[src/rtl/rr_mux_slice.sv]
// rr_mux_slice: N-input valid/ready arbiter feeding one registered output slot.
//
// Chooses one of N_INPUTS producer streams each cycle, either round-robin
// (RR_MODE=1) or fixed priority with the lowest index winning (RR_MODE=0).
// The chosen word goes into a single output register. Throughput is one word
// per cycle, and latency is one cycle.
//
// Ports:
//   clk        rising-edge clock for all state
//   rst_n      synchronous active-low reset
//   in_data    packed input words; channel i at [i*DATA_WIDTH +: DATA_WIDTH]
//   in_valid   per-channel word-present flags
//   in_ready   per-channel accept strobes, one-hot or zero
//   out_data   registered selected word
//   out_sel    registered index of the channel that supplied out_data
//   out_valid  output slot holds a word
//   out_ready  consumer accepts out_data this cycle
//
// Handshake: a word moves across an interface on every rising edge where
// valid && ready are both high. The producer keeps valid high until that
// edge. in_ready is derived combinationally from in_valid and out_ready, so a
// producer must never make in_valid depend on in_ready.
module rr_mux_slice #(
    parameter int  DATA_WIDTH = 8,
    parameter int  N_INPUTS   = 4,
    parameter int  RR_MODE    = 1,
    localparam int SEL_W      = (N_INPUTS > 1) ? $clog2(N_INPUTS) : 1
) (
    input  logic                           clk,
    input  logic                           rst_n,
    input  logic [N_INPUTS*DATA_WIDTH-1:0] in_data,
    input  logic [N_INPUTS-1:0]            in_valid,
    output logic [N_INPUTS-1:0]            in_ready,
    output logic [DATA_WIDTH-1:0]          out_data,
    output logic [SEL_W-1:0]               out_sel,
    output logic                           out_valid,
    input  logic                           out_ready
);

    logic [DATA_WIDTH-1:0] words [N_INPUTS];
    logic [SEL_W-1:0]      ptr;
    logic [SEL_W-1:0]      gnt_idx;
    logic [SEL_W-1:0]      ptr_next;
    logic                  gnt_found;
    logic                  load;
    logic                  xfer;

    for (genvar i = 0; i < N_INPUTS; i++) begin : g_unpack
        assign words[i] = in_data[i*DATA_WIDTH +: DATA_WIDTH];
    end

    // The slot can take a new word when it is empty, or when it drains in
    // this same cycle. Refilling a draining slot is what gives full rate.
    assign load = !out_valid || out_ready;

    // Scan the channels in priority order and keep the first valid one. In
    // round-robin mode the scan starts at ptr and wraps. In fixed mode it
    // starts at channel 0.
    always_comb begin
        logic [SEL_W-1:0] idx;
        idx       = '0;
        gnt_found = 1'b0;
        gnt_idx   = '0;
        for (int k = 0; k < N_INPUTS; k++) begin
            if (RR_MODE != 0) begin
                idx = SEL_W'((int'(ptr) + k) % N_INPUTS);
            end else begin
                idx = SEL_W'(k);
            end
            if (!gnt_found && in_valid[idx]) begin
                gnt_found = 1'b1;
                gnt_idx   = idx;
            end
        end
    end

    assign xfer = rst_n && load && gnt_found;

    always_comb begin
        in_ready = '0;
        if (xfer) begin
            in_ready[gnt_idx] = 1'b1;
        end
    end

    // The pointer moves to just past the channel that won, so that channel
    // has the lowest priority on the next scan.
    assign ptr_next = (gnt_idx == SEL_W'(N_INPUTS - 1)) ? '0 : gnt_idx + SEL_W'(1);

    always_ff @(posedge clk) begin
        if (!rst_n) begin
            out_valid <= 1'b0;
            out_data  <= '0;
            out_sel   <= '0;
            ptr       <= '0;
        end else if (xfer) begin
            out_valid <= 1'b1;
            out_data  <= words[gnt_idx];
            out_sel   <= gnt_idx;
            if (RR_MODE != 0) begin
                ptr <= ptr_next;
            end
        end else if (load) begin
            // The slot drained (or was already empty) and nothing refilled it.
            // out_data and out_sel keep their last values.
            out_valid <= 1'b0;
        end
    end

endmodule

[config.mk]
export PLATFORM = sky130hd
export DESIGN_NAME = rr_mux_slice
export DESIGN_NICKNAME = d
export VERILOG_FILES = /design/src/rtl/rr_mux_slice.sv
export SDC_FILE = /design/constraint.sdc
export NUM_CORES = 1
export LEC_CHECK = 0
export ABC_AREA = 1
export CAP_MARGIN = 20
export CELL_PAD_IN_SITES_DETAIL_PLACEMENT = 1
export CELL_PAD_IN_SITES_GLOBAL_PLACEMENT = 2
export CORE_UTILIZATION = 29
export CTS_CLUSTER_SIZE = 25
export DETAILED_ROUTE_END_ITERATION = 10
export DONT_BUFFER_PORTS = 1
export PLACE_DENSITY = 0.83
export SLEW_MARGIN = 15
export SYNTH_ARGS = -nofsm -noshare
export SYNTH_HDL_FRONTEND = slang
export SYNTH_SLANG_ARGS = --single-unit
export TNS_END_PERCENT = 1
[constraint.sdc]
create_clock -name clk -period 2.65 [get_ports clk]
set_input_delay 0.53 -clock clk [delete_from_list [all_inputs] [get_ports clk]]
set_output_delay 0.53 -clock clk [all_outputs]
set_load 0.02 [all_outputs]
-- Word-level counts from Yosys, hierarchy flattened
Cells that the tools add are included.
- register bits: 13
- input bits: 39
- output and inout bits: 15
- logic and storage cells: 54
- $add $sub $neg: 4
- magnitude comparators: 7
- eq/ne operators: 1
- muxes and demuxes: 25
- bitwise operators: 1
- reduce and logical (&&, ||, !) cells: 12
- operators by type and width (operator ; count):
    binary-select mux 8 bit (select 2 bit) ; 1
    two-way mux 8 bit ; 2
    less-than comparator 2 x 3 -> 1 bit (second input constant) ; 5
    two-way mux 1 bit ; 11
    two-way mux 2 bit ; 5
    binary-select mux 1 bit (select 2 bit) ; 4
    logical AND 1 bit ; 6
    adder 2 x 1 -> 2 bit (second input constant) ; 2
    adder 2 bit (second input constant) ; 2
    logical NOT 1 bit ; 4
    two-way mux 4 bit ; 1
    greater-or-equal comparator 3 bit (second input constant) ; 1
    NOT 2 -> 3 bit ; 1
    demux 1 bit (select 2 bit) ; 1
    equality test 2 bit (second input constant) ; 1
    greater-or-equal comparator 2 x 1 -> 1 bit (second input constant) ; 1
    nonzero test 2 bit ; 1
    logical OR 1 bit ; 1

-- Longest topological paths before layout
Gate-level depths: netlist of the first run.
- depth after elaboration: 17
- depth in mapped cells: 16
- gate-level depth less buffers: 14

-- Worst setup path after synthesis of the first run
OpenSTA, ideal clock, no wires.
- path type: input-to-output
- start: input port in_valid[3]
- end: output port in_ready[3]
- arrival: 1.813 ns
- data required time: 2.120 ns
- path slack: 0.307 ns
- stages: 13
- buffers on the path: 1
- cell sequence: inv_1 -> nand2_1 -> nand3_1 -> nand2_2 -> inv_2 -> nand2_1 -> nand2_2 -> nand3_2 -> buf_6 -> inv_1 -> ha_1 -> inv_1 -> nor2_1
- word-level cells in the longest chain between the ends: 17
- elaborated cells on any way between the ends: 29
- classes of those cells: 2 x order compare; 19 x mux; 8 x reduce/logical
- ends and longest elaborated chain (element ; line ; source):
    start: declaration ; 32 ; input logic [N_INPUTS-1:0] in_valid,
    binary-select mux 1 bit (select 2 bit) ; 70 ; if (!gnt_found && in_valid[idx]) begin
    two-way mux 1 bit (implied by the code) ; 70 ;
    two-way mux 1 bit ; 70 ;
    logical NOT 1 bit ; 70 ;
    logical AND 1 bit ; 70 ;
    two-way mux 1 bit ; 70 ;
    logical NOT 1 bit ; 70 ;
    logical AND 1 bit ; 70 ;
    two-way mux 1 bit ; 70 ;
    logical NOT 1 bit ; 70 ;
    logical AND 1 bit ; 70 ;
    two-way mux 2 bit ; 70 ;
    less-than comparator 2 x 3 -> 1 bit (implied by the code) or greater-or-equal comparator 2 x 1 -> 1 bit (tied branches) ; 82 ; in_ready[gnt_idx] = 1'b1;
    logical AND 1 bit (implied by the code) ; 82 ;
    two-way mux 1 bit (implied by the code) ; 82 ;
    demux 1 bit (select 2 bit) ; 82 ;
    two-way mux 4 bit * ; 81 ; if (xfer) begin
    end: declaration ; 33 ; output logic [N_INPUTS-1:0] in_ready,
Every way passes the cells marked *; elsewhere a longest branch is shown, timed or not. The select of a mux whose other input is x is not followed.

-- Worst setup path after layout of the first run
- start: register ptr[1]
- end: output port in_ready[3]
- word-level cells in the longest chain between the ends: 17
- elaborated cells on any way between the ends: 32
- classes of those cells: 3 x add/sub; 2 x order compare; 19 x mux; 8 x reduce/logical
- ends and longest elaborated chain (element ; line ; source):
    start: declaration ; 41 ; logic [SEL_W-1:0] ptr;
    start signal: assignment ; 101 ; ptr <= ptr_next;
    branches (longest 16 deep; another with less-than comparator 2 x 3 -> 1 bit) ; - ;
    two-way mux 4 bit * ; 81 ;
Mark *: on every way between the ends. The select of a mux whose other input is x is not followed.

==> results of run 1 <==
[cell families (layout without fill, tap and decap cells)]
kind of cell / Yosys count / count (layout) / synth area share, %
compound gates: 7 / 7 / 3.458
fa+ha+maj: 1 / 1 / 0.9880
simple gates: 137 / 137 / 51.58
buf+inv: 67 / 72 / 23.42
flops: 13 / 13 / 20.55
[per-layer routing]
metal | share of wire (%) | vias to the layer above | wire [microns]
met1 | 45 | 627 | 1624
met2 | 50 | 34 | 1812
met5 | 0 | - | 0
li1 | - | 699 | -
met3 | 4.3 | 2 | 154
met4 | 0.61 | 0 | 22
[worst max-delay path by stage]
| stage | start | endpoint | slack [ns] | cells past startpoint |
|---|---|---|---|---|
| 2_1_floorplan | in_valid[3] | in_ready[3] | 0.31 | 13 |
| 3_3_place_gp | ptr[0] | in_ready[3] | 0.23 | 12 |
| 4_1_cts | ptr[1] | in_ready[3] | 0.08 | 13 |
| 5_1_grt | ptr[1] | in_ready[3] | 0.03 | 14 |
| 6_report | ptr[1] | in_ready[3] | 0.18 | 12 |
| 3_5_place_dp | ptr[0] | in_ready[3] | 0.22 | 11 |
[metrics by stage]
stage / cell area [sq um] / cells
after detailed placement: 1336 / 276
after floorplan: 1266 / 225
after global routing: 1390 / 280
after global placement: 1336 / 276
after CTS: 1384 / 280
final: 1390 / 280
[flip-flops by register name, indices dropped and copies added, names as in the netlist]
register,count
out_data,8
out_sel,2
ptr,2
out_valid,1
[cell type report]
class / instances / share of cell area, %
multi-input combinational: 145 / 51.04
clock buffer: 3 / 2.970
clock inverter: 1 / 0.3600
timing repair buffer: 11 / 5.941
tap: 50 / 4.500
inverter: 57 / 16.11
sequential: 13 / 19.08
[power groups by stage]
stage	clock, mW	sequential [mW]	combinational (mW)
floorplan	0	0.431	1.14
global placement	0	0.474	1.40
detailed placement	0	0.477	1.40
CTS	0.190	0.474	1.42
global route	0.202	0.493	1.58
finish	0.182	0.475	1.39
[critical path, delay by kind of cell, from the launching register on]
family / cells / cell delay, ns
adders and majority gates: 1 / 0.19
buffers and inverters: 4 / 0.42
and+or+nand+nor: 7 / 0.74
DFF: 1 / 0.34
[placed cells by master, fill, tap and decap left out, types with 2 or more instances in the layout]
cell / instances
dfxtp_1: 11
nand4_1: 16
buf_4: 11
nand2_1: 72
o21ai_0: 3
nand3_4: 2
clkbuf_8: 3
a21oi_1: 2
nor2_1: 7
nand3_1: 32
nand3_2: 2
nand2_2: 4
inv_1: 54
==> impl_metrics.csv, run 1 <==
group,metric,value,unit
logic_synthesis,ys_types,22,
logic_synthesis,synthesis.nets,265,
power,power_density,1471,nW/um^2
sta,timing.slew.headroom,82.21,%
sta,fin_crit,2.468,ns
sta,hold_viol_final,0,
critical_path,r2r_slack,0.70,ns
global_route,gr-usage-all-layers,16.62,%
min_path,hp-class,"in -> reg",
logic_synthesis,synth.most_common_cell,"nand2_1",
place,routabilityCongestion,0.7915,
layout,antenna_cells,0,
power,clkPwrFrac,8.9,%
clock_tree,clk_latency,0.24,ns
global_route,grt_pass1_wl,5823,microns
global_route,antenna_found_initial,0,
power,swShare,56.86,%
sta,worst_slack,0.1824,ns
sta,max_freq,405.2,MHz
clock_tree,cts_tree,"yes",
detailed_routing,ant_nets,0,
layout,area_growth,9.782,%
min_path,hold_depth,2,
sta,worst_pin_slew,0.2666,ns
critical_path,cp_cell_sequence,"inv_1 -> nand2_1 -> nand2_2 -> nor2_1 -> nor2_1 -> nand3_4 -> nand3_2 -> inv_1 -> ha_1 -> inv_1 -> nor2_1 -> buf_4",
layout,drive_gt1_share,13.04,%
logic_synthesis,synthTopCellsByCount,"nand2_1, inv_1, nand3_1",
logic_synthesis,async_flop_share,0,%
critical_path,reg2reg_depth,14,
logic_synthesis,seq_area_frac_synth,20.55,%
status,status,"completed",
power,pwr-share-comb,67.9,%
power,p_leak,0.8439,nW
detailed_routing,drt_iter0_drc,44,
sta,clock_skew,0.001677,ns
critical_path,worstPathArrival,1.94,ns
clock_tree,numCtsBuffers,3,
detailed_routing,via_count,1362,
sta,fin_hold_ws,0.4194,ns
logic_synthesis,synth.avg_cell_area,5.628,sq um
sta,maxSlewViolCount,0,
critical_path,cp-start-kind,"flop",
clock_tree,clkTransAtPathRegs,0.06,ns
detailed_routing,via_per_inst,4.864,
logic_synthesis,synth.area.top_cells,"nand2_1, dfxtp_1, inv_1, nand3_1, nand4_1",
detailed_routing,wl_per_cell,12.90,microns
place,portBuffers,0,
die,dieWidth,68.08,microns
clock_tree,cts_resized,1,
global_route,grt_use_met3,4.000,%
die,rows,23,
logic_synthesis,ys_seq_elements,13,
global_route,grt_max_degree,18,
min_path,min-delay-start,"rst_n",
place,preCtsSetupSlack,0.2210,ns
global_route,grt_pass1_vias,1330,
global_route,grt_use_met1,19.43,%
power,p_seq_share,23.2,%
power,p_int,0.8820,mW
layout,fillers,573,
job,max_cap_violations,0,
die,ios,54,
die,start_util,30.99,%
clock_tree,cts_sinks,13,
critical_path,r2r-start,"ptr[1]",
power,finalPower,2.044,mW
layout,finalCoreUtilization,34.02,%
critical_path,crit_path_max_incr_delay,0.34,ns
logic_synthesis,synth_top_cell_area_share,21.34,%
logic_synthesis,yosysTopAreaCell,"nand2_1",
power,ir_drop,0.3670,mV
critical_path,endpoint_kind,"output pin",
layout,final_nets,271,
sta,layout_worst_path_cycle_share,93.12,%
critical_path,critical_path_class,"reg -> out",
logic_synthesis,synth_area,1266,sq um
clock_tree,cts-htree-levels,1,
clock_tree,post-cts-setup-buffer-count,0,
min_path,hold_path_end,"out_valid",
clock_tree,clockRootBuffer,"clkbuf_8",
logic_synthesis,syn-instance-count,225,
critical_path,cp_max_fo,6,
layout,multiInputGateArea,709.4,sq um
critical_path,reg2reg_to,"out_data[5]",
global_route,grt_overflow,0,
global_route,grt_util_met2,30.39,%
clock_tree,clk_path_buf_depth,2,
detailed_routing,dr.pass1.iters,2,
detailed_routing,drc,0,
critical_path,slowest_stage,"dfxtp_2",
place,dpl.hpwl,2922,microns
global_route,busiest_layer,"met2",
critical_path,cp_data_required_time,2.12,ns
sta,setup-tns-final,0,ns
die,fp.coreArea,4086,sq um
detailed_routing,wl,3613,microns
die,chipHeight,68.08,microns
clock_tree,holdBufCountCts,0,
die,die_area,4634,sq um
logic_synthesis,synth_edf_count,0,
logic_synthesis,yosys_warnings,0,
logic_synthesis,synthFlopType,"dfxtp_1",
sta,finalSetupViolCount,0,
power,p_sw,1.162,mW
layout,regArea,265.3,sq um
sta,rsz0062_at_grt,"false",
Power figures use the tool's default switching activity.
==> run 2, diff against run 1 <==
--- a/config.mk
+++ b/config.mk
@@ -6,14 +6,15 @@
 export NUM_CORES = 1
 export LEC_CHECK = 0
 export ABC_AREA = 1
+export BUFFER_PORTS_ARGS = -buffer_cell sky130_fd_sc_hd__buf_4
 export CAP_MARGIN = 20
 export CELL_PAD_IN_SITES_DETAIL_PLACEMENT = 1
 export CELL_PAD_IN_SITES_GLOBAL_PLACEMENT = 2
-export CORE_UTILIZATION = 29
+export CORE_UTILIZATION = 22
 export CTS_CLUSTER_SIZE = 25
 export DETAILED_ROUTE_END_ITERATION = 10
-export DONT_BUFFER_PORTS = 1
-export PLACE_DENSITY = 0.83
+export MAX_ROUTING_LAYER = met4
+export PLACE_DENSITY = 0.84
 export SLEW_MARGIN = 15
 export SYNTH_ARGS = -nofsm -noshare
 export SYNTH_HDL_FRONTEND = slang
==> run 2 against run 1 <==
  * Total power rose by 15%
  * First-iteration DRC count fell by 2.3%
  * Sequential share of layout area is 4.9 points lower
  * Global-route usage is 1.5 points lower
  * Clock power is 4% higher
  * Combinational power grew 29%
  * Setup slack worse by 0.015 ns
  * Sequential power fell by 26%
  * Clock-buffer cell count up 1
  * Critical path type unchanged
  * Largest cell class unchanged
  * Largest power group unchanged
  * Highest routed layer unchanged
==> impl_metrics.csv, run 2 (synthesized netlist as in run 1, its figures left out) <==
group,metric,value,unit
place,dpl.hpwl,3310,microns
layout,fillers,763,
clock_tree,numCtsBuffers,3,
detailed_routing,wl_per_cell,11.77,microns
critical_path,worstSetupStartpoint,"ptr[0]",
sta,max_freq,402.8,MHz
detailed_routing,via_count,1571,
critical_path,reg2reg_depth,14,
die,start_util,22.85,%
sta,layout_worst_path_cycle_share,93.69,%
clock_tree,clk_latency,0.25,ns
critical_path,cp_max_fo,10,
layout,drive_gt1_share,30.42,%
clock_tree,clockRootBuffer,"clkbuf_8",
die,dieWidth,77.87,microns
min_path,min-delay-start,"out_sel[1]",
critical_path,endpoint,"in_ready[3]",
sta,clock_skew,0.006654,ns
die,rows,27,
critical_path,r2r_slack,0.66,ns
critical_path,slowest_stage,"dfxtp_2",
job,max_cap_violations,0,
sta,worst_pin_slew,0.2830,ns
die,fp.coreArea,5540,sq um
sta,setup-tns-final,0,ns
sta,maxSlewViolCount,0,
critical_path,cp-start-kind,"flop",
global_route,antenna_found_initial,0,
critical_path,r2r-start,"ptr[0]",
die,chipHeight,77.87,microns
critical_path,critical_path_class,"reg -> out",
global_route,grt_max_degree,17,
place,portBuffers,53,
clock_tree,cts-htree-levels,1,
min_path,hp-class,"reg -> reg",
detailed_routing,via_per_inst,4.388,
clock_tree,clk_path_buf_depth,2,
detailed_routing,wl,4215,microns
layout,final_nets,327,
clock_tree,cts_tree,"yes",
global_route,grt_pass1_wl,7072,microns
sta,rsz0062_at_grt,"false",
die,die_area,6063,sq um
power,ir_drop,0.4804,mV
sta,finalSetupViolCount,0,
status,status,"completed",
critical_path,cp_cell_sequence,"buf_6 -> inv_8 -> nand2_1 -> nand3_1 -> nand2_2 -> nor2_4 -> nand3_4 -> nand3_4 -> inv_1 -> ha_1 -> inv_1 -> nor2_1 -> buf_4",
sta,timing.slew.headroom,80.99,%
critical_path,reg2reg_to,"out_data[7]",
sta,fin_crit,2.483,ns
layout,reg_top3,"out_data (8), out_sel (2), ptr (2)",
layout,final_common_cell,"nand2_1",
layout,area_growth,46.25,%
power,power_density,1266,nW/um^2
critical_path,endpoint_kind,"output pin",
sta,hold_viol_final,0,
detailed_routing,drt_iter0_drc,43,
critical_path,crit_path_max_incr_delay,0.33,ns
clock_tree,cts_sinks,13,
layout,regMostFlops,"out_data",
place,routabilityCongestion,0.8199,
detailed_routing,dr.pass1.iters,4,
layout,largest_reg_flops,8,
global_route,gr-usage-all-layers,15.07,%
die,ios,54,
layout,antenna_cells,0,
power,finalPower,2.344,mW
critical_path,cp_data_required_time,2.12,ns
layout,final_cell_mix,"nand2_1, buf_4, inv_1",
global_route,grt_overflow,0,
detailed_routing,ant_nets,0,
detailed_routing,drc,0,
clock_tree,holdBufCountCts,0,
critical_path,worstPathArrival,1.95,ns
global_route,grt_pass1_vias,1523,
clock_tree,clkTransAtPathRegs,0.06,ns
power,p_leak,1.120,nW
## run 2: changes by cell type in the layout (fill, tap and decap cells not counted)
| cell | before | now |
|---|---|---|
| buf_6 | 0 | 2 |
| clkinv_2 | 1 | 0 |
| nor2_1 | 7 | 6 |
| nand3_1 | 32 | 31 |
| clkbuf_1 | 0 | 1 |
| dfxtp_4 | 1 | 0 |
| nor2_2 | 0 | 1 |
| nand3_4 | 2 | 3 |
| inv_2 | 1 | 2 |
| inv_4 | 1 | 0 |
| buf_2 | 0 | 1 |
| dfxtp_2 | 1 | 2 |
| buf_4 | 11 | 64 |
## run 2: per-layer routing
| layer | share of wire, % | GRT usage, % | routed length (microns) | vias to the layer above |
|---|---|---|---|---|
| li1 | - | - | - | 809 |
| met4 | 1.3 | 4.528 | 55 | 0 |
| met3 | 2.8 | 1.059 | 118 | 5 |
| met5 | 0 | - | 0 | - |
| met1 | 48 | 19.52 | 2014 | 722 |
| met2 | 48 | 24.96 | 2027 | 35 |
## run 2: worst min path at each step
| stage | slack, ns | end | cells past startpoint |
|---|---|---|---|
| 2_1_floorplan | 0.54 | out_sel[1] | 2 |
| 4_1_cts | 0.47 | out_sel[1] | 2 |
| 6_report | 0.47 | out_sel[1] | 2 |
| 3_3_place_gp | 0.46 | out_sel[1] | 2 |
| 5_1_grt | 0.50 | out_sel[1] | 2 |
| 3_5_place_dp | 0.46 | out_sel[1] | 2 |
## run 2: worst max-delay path, delay by kind of cell (launching register included)
family | cells | cell delay, ns
fa+ha+maj | 1 | 0.19
flops | 1 | 0.33
buf+inv | 5 | 0.48
simple gates | 7 | 0.70
## run 2: power by group
group	total [mW]	internal, mW	switching [mW]
Sequential	0.353	0.292	0.0607
Combinational	1.80	0.690	1.11
Clock	0.190	0.107	0.0828
## run 2: repair_timing
action	CTS	global route
endpoints found under the setup margin	0	4
setup buffers	0	4
gates resized for setup	0	7
## run 2: metrics by stage
stage	utilization [%]	hold WS (ns)	setup WS [ns]	instances	cell area (sq um)
final	33.42	0.4667	0.1673	358	1852
after global routing	33.42	0.4970	0.02248	358	1852
after CTS	32.34	0.4729	0.02486	353	1792
after detailed placement	31.53	0.4629	0.1569	349	1747
after global placement	31.53	0.4562	0.2326	349	1747
after floorplan	-	0.5401	0.3068	225	1266
## run 2: cell type report
class / instances / area, sq um / share of cell area [%]
Clock buffer: 4 / 45.04 / 2.432
Sequential cell: 13 / 262.8 / 14.19
Multi-Input combinational cell: 145 / 724.4 / 39.12
Timing Repair Buffer: 67 / 508.0 / 27.43
Inverter: 57 / 221.5 / 11.96
Tap cell: 72 / 90.09 / 4.865
==> run 3, diff against run 2 <==
==> constraint.sdc (replaced) <==
create_clock -name clk -period 2.65 [get_ports clk]
set_input_delay 0 -clock clk [delete_from_list [all_inputs] [get_ports clk]]
set_output_delay 0 -clock clk [all_outputs]
set_load 0.02 [all_outputs]
==> run 3 against run 2 <==
  * Final area decreased by 5.2%
  * Flip-flop and latch count unchanged
  * Largest cell class unchanged
  * Non-clock buffer count decreased by 10
  * Total power down 7.5%
  * Largest power group unchanged
  * Clock skew down 0.0034 ns
  * Worst hold slack got worse by 0.38 ns
  * Via count shrank 3.5%
  * Combinational power down 11%
  * Clock-buffer cell count unchanged
==> impl_metrics.csv, run 3 (synthesized netlist as in run 1, its figures left out) <==
group,metric,value,unit
status,status,"completed",
global_route,antenna_found_initial,0,
critical_path,cp-start-kind,"flop",
layout,multiInputGateArea,709.4,sq um
critical_path,endpoint_kind,"output pin",
critical_path,cp_max_fo,19,
sta,hold_viol_final,0,
layout,largest_reg_flops,8,
detailed_routing,drt_iter0_drc,38,
critical_path,cp.buffers_inverters,3,
sta,max_freq,418.1,MHz
layout,antenna_cells,0,
clock_tree,cts-htree-levels,1,
critical_path,slowest_stage,"dfxtp_1",
detailed_routing,wl,4034,microns
sta,clock_skew,0.003237,ns
layout,final_nets,317,
global_route,grt_pass1_vias,1525,
sta,layout_worst_path_cycle_share,90.25,%
min_path,hold_path_end,"ptr[1]",
die,chipHeight,77.87,microns
sta,worst_pin_slew,0.2739,ns
layout,final_common_cell,"nand2_1",
job,max_cap_violations,0,
place,routabilityCongestion,0.7893,
sta,fin_hold_ws,0.08480,ns
place,dpl.hpwl,3152,microns
die,start_util,22.85,%
clock_tree,clkTransAtPathRegs,0.06,ns
min_path,hold_depth,3,
critical_path,crit_top_cell,"nand2_1",
detailed_routing,drc,0,
layout,reg_top3,"out_data (8), out_sel (2), ptr (2)",
layout,regMostFlops,"out_data",
die,fp.coreArea,5540,sq um
global_route,grt_max_degree,20,
detailed_routing,via_count,1516,
die,ios,54,
global_route,grt_pass1_wl,6824,microns
power,pwr-share-comb,74.3,%
global_route,grt_overflow,0,
critical_path,critical_path_class,"reg -> out",
critical_path,r2r-start,"ptr[1]",
clock_tree,clk_latency,0.25,ns
critical_path,reg2reg_depth,12,
critical_path,crit_path_max_incr_delay,0.40,ns
layout,final_cell_mix,"nand2_1, buf_4, inv_1",
power,p_seq_share,16.9,%
detailed_routing,dr.pass1.iters,4,
clock_tree,cts_resized,0,
clock_tree,cts_tree,"yes",
place,portBuffers,53,
sta,fin_crit,2.392,ns
layout,fillers,751,
min_path,hp-class,"in -> reg",
critical_path,r2r_slack,0.43,ns
sta,maxSlewViolCount,0,
layout,area_growth,38.64,%
sta,rsz0062_at_grt,"false",
critical_path,cp_data_required_time,2.65,ns
critical_path,path_depth,12,
sta,setup-tns-final,0,ns
layout,drive_gt1_share,26.81,%
power,power_density,1236,nW/um^2
clock_tree,numCtsBuffers,3,
power,p_sw,1.186,mW
power,swShare,54.69,%
die,die_area,6063,sq um
detailed_routing,wl_per_cell,11.59,microns
clock_tree,cts_sinks,13,
critical_path,reg2reg_to,"ptr[1]",
critical_path,cp_top_family,"simple AND/OR/NAND/NOR gates",
layout,regArea,261.5,sq um
sta,timing.slew.headroom,81.72,%
clock_tree,clk_path_buf_depth,2,
detailed_routing,ant_nets,0,
die,dieWidth,77.87,microns
clock_tree,clockRootBuffer,"clkbuf_8",
power,clkPwrFrac,8.7,%
power,ir_drop,0.3429,mV
critical_path,cp_cell_sequence,"inv_1 -> nand2_1 -> nand2_2 -> nand2_1 -> nand2_2 -> nor2_4 -> nand3_4 -> nand3_2 -> buf_4 -> nand2_1 -> nor2_1 -> buf_4",
detailed_routing,via_per_inst,4.356,
min_path,min-delay-start,"rst_n",
clock_tree,holdBufCountCts,0,
power,p_leak,1.064,nW
critical_path,worstPathArrival,2.39,ns
die,rows,27,
global_route,gr-usage-all-layers,14.47,%
clock_tree,post-cts-setup-buffer-count,0,
power,p_int,0.9829,mW
sta,finalSetupViolCount,0,
==> run 3: changes by cell type in the layout (fill, tap and decap cells not counted) <==
cell,previous run,this run
buf_4,64,57
buf_6,2,0
buf_2,1,0
dfxtp_1,11,12
dfxtp_2,2,1
nand3_1,31,32
nand3_4,3,2
nor2_1,6,7
nor2_2,1,0
==> run 3: power groups by stage <==
stage | clock network (mW) | registers (mW) | logic [mW]
floorplan | 0 | 0.431 | 1.14
global placement | 0 | 0.369 | 1.61
detailed placement | 0 | 0.371 | 1.63
CTS | 0.197 | 0.368 | 1.64
global route | 0.204 | 0.380 | 1.82
finish | 0.190 | 0.367 | 1.61
==> run 3: worst max path at each step <==
| stage | to | from |
|---|---|---|
| after floorplan | ptr[1] | ptr[0] |
| after global placement | ptr[1] | ptr[0] |
| after detailed placement | ptr[1] | ptr[0] |
| after CTS | in_ready[0] | ptr[0] |
| after global routing | in_ready[0] | ptr[1] |
| final | in_ready[0] | ptr[1] |
==> run 3: through the flow <==
| step | std cells | area, sq um | worst slack (ns) | utilization (%) | total power, mW |
|---|---|---|---|---|---|
| final | 348 | 1755 | 0.2583 | 31.68 | 2.169 |
| after global routing | 348 | 1755 | 0.02754 | 31.68 | 2.408 |
| after CTS | 348 | 1754 | 0.06569 | 31.66 | 2.202 |
| after detailed placement | 344 | 1709 | 0.2568 | 30.85 | 1.997 |
| after global placement | 344 | 1709 | 0.3171 | 30.85 | 1.978 |
| after floorplan | 225 | 1266 | 0.7725 | - | 1.575 |
==> run 3: layout make-up <==
| class | instances | area share [%] |
|---|---|---|
| well taps | 72 | 5.132 |
| multi-input cells | 145 | 40.41 |
| clock buffers | 4 | 2.566 |
| inverters | 57 | 12.62 |
| repair buffers | 57 | 24.38 |
| flip-flops and latches | 13 | 14.90 |
==> run 3: routing by layer <==
| layer | part of all wire [%] | vias to the layer above | GRT usage (%) |
|---|---|---|---|
| li1 | - | 794 | - |
| met1 | 49 | 680 | 19.00 |
| met2 | 46 | 37 | 22.74 |
| met3 | 3.7 | 5 | 1.412 |
| met4 | 1.5 | 0 | 5.660 |
| met5 | 0 | - | - |
==> run 3: worst register-to-register path, stage by stage (launching register included) <==
cell     delay, ns
dfxtp_1       0.40
inv_1         0.14
nand2_1       0.10
nand2_2       0.08
nand2_1       0.08
nand2_2       0.07
nor2_4        0.13
nand3_4       0.23
nand3_2       0.29
inv_1         0.09
ha_1          0.29
o21ai_0       0.15
a21oi_1       0.05
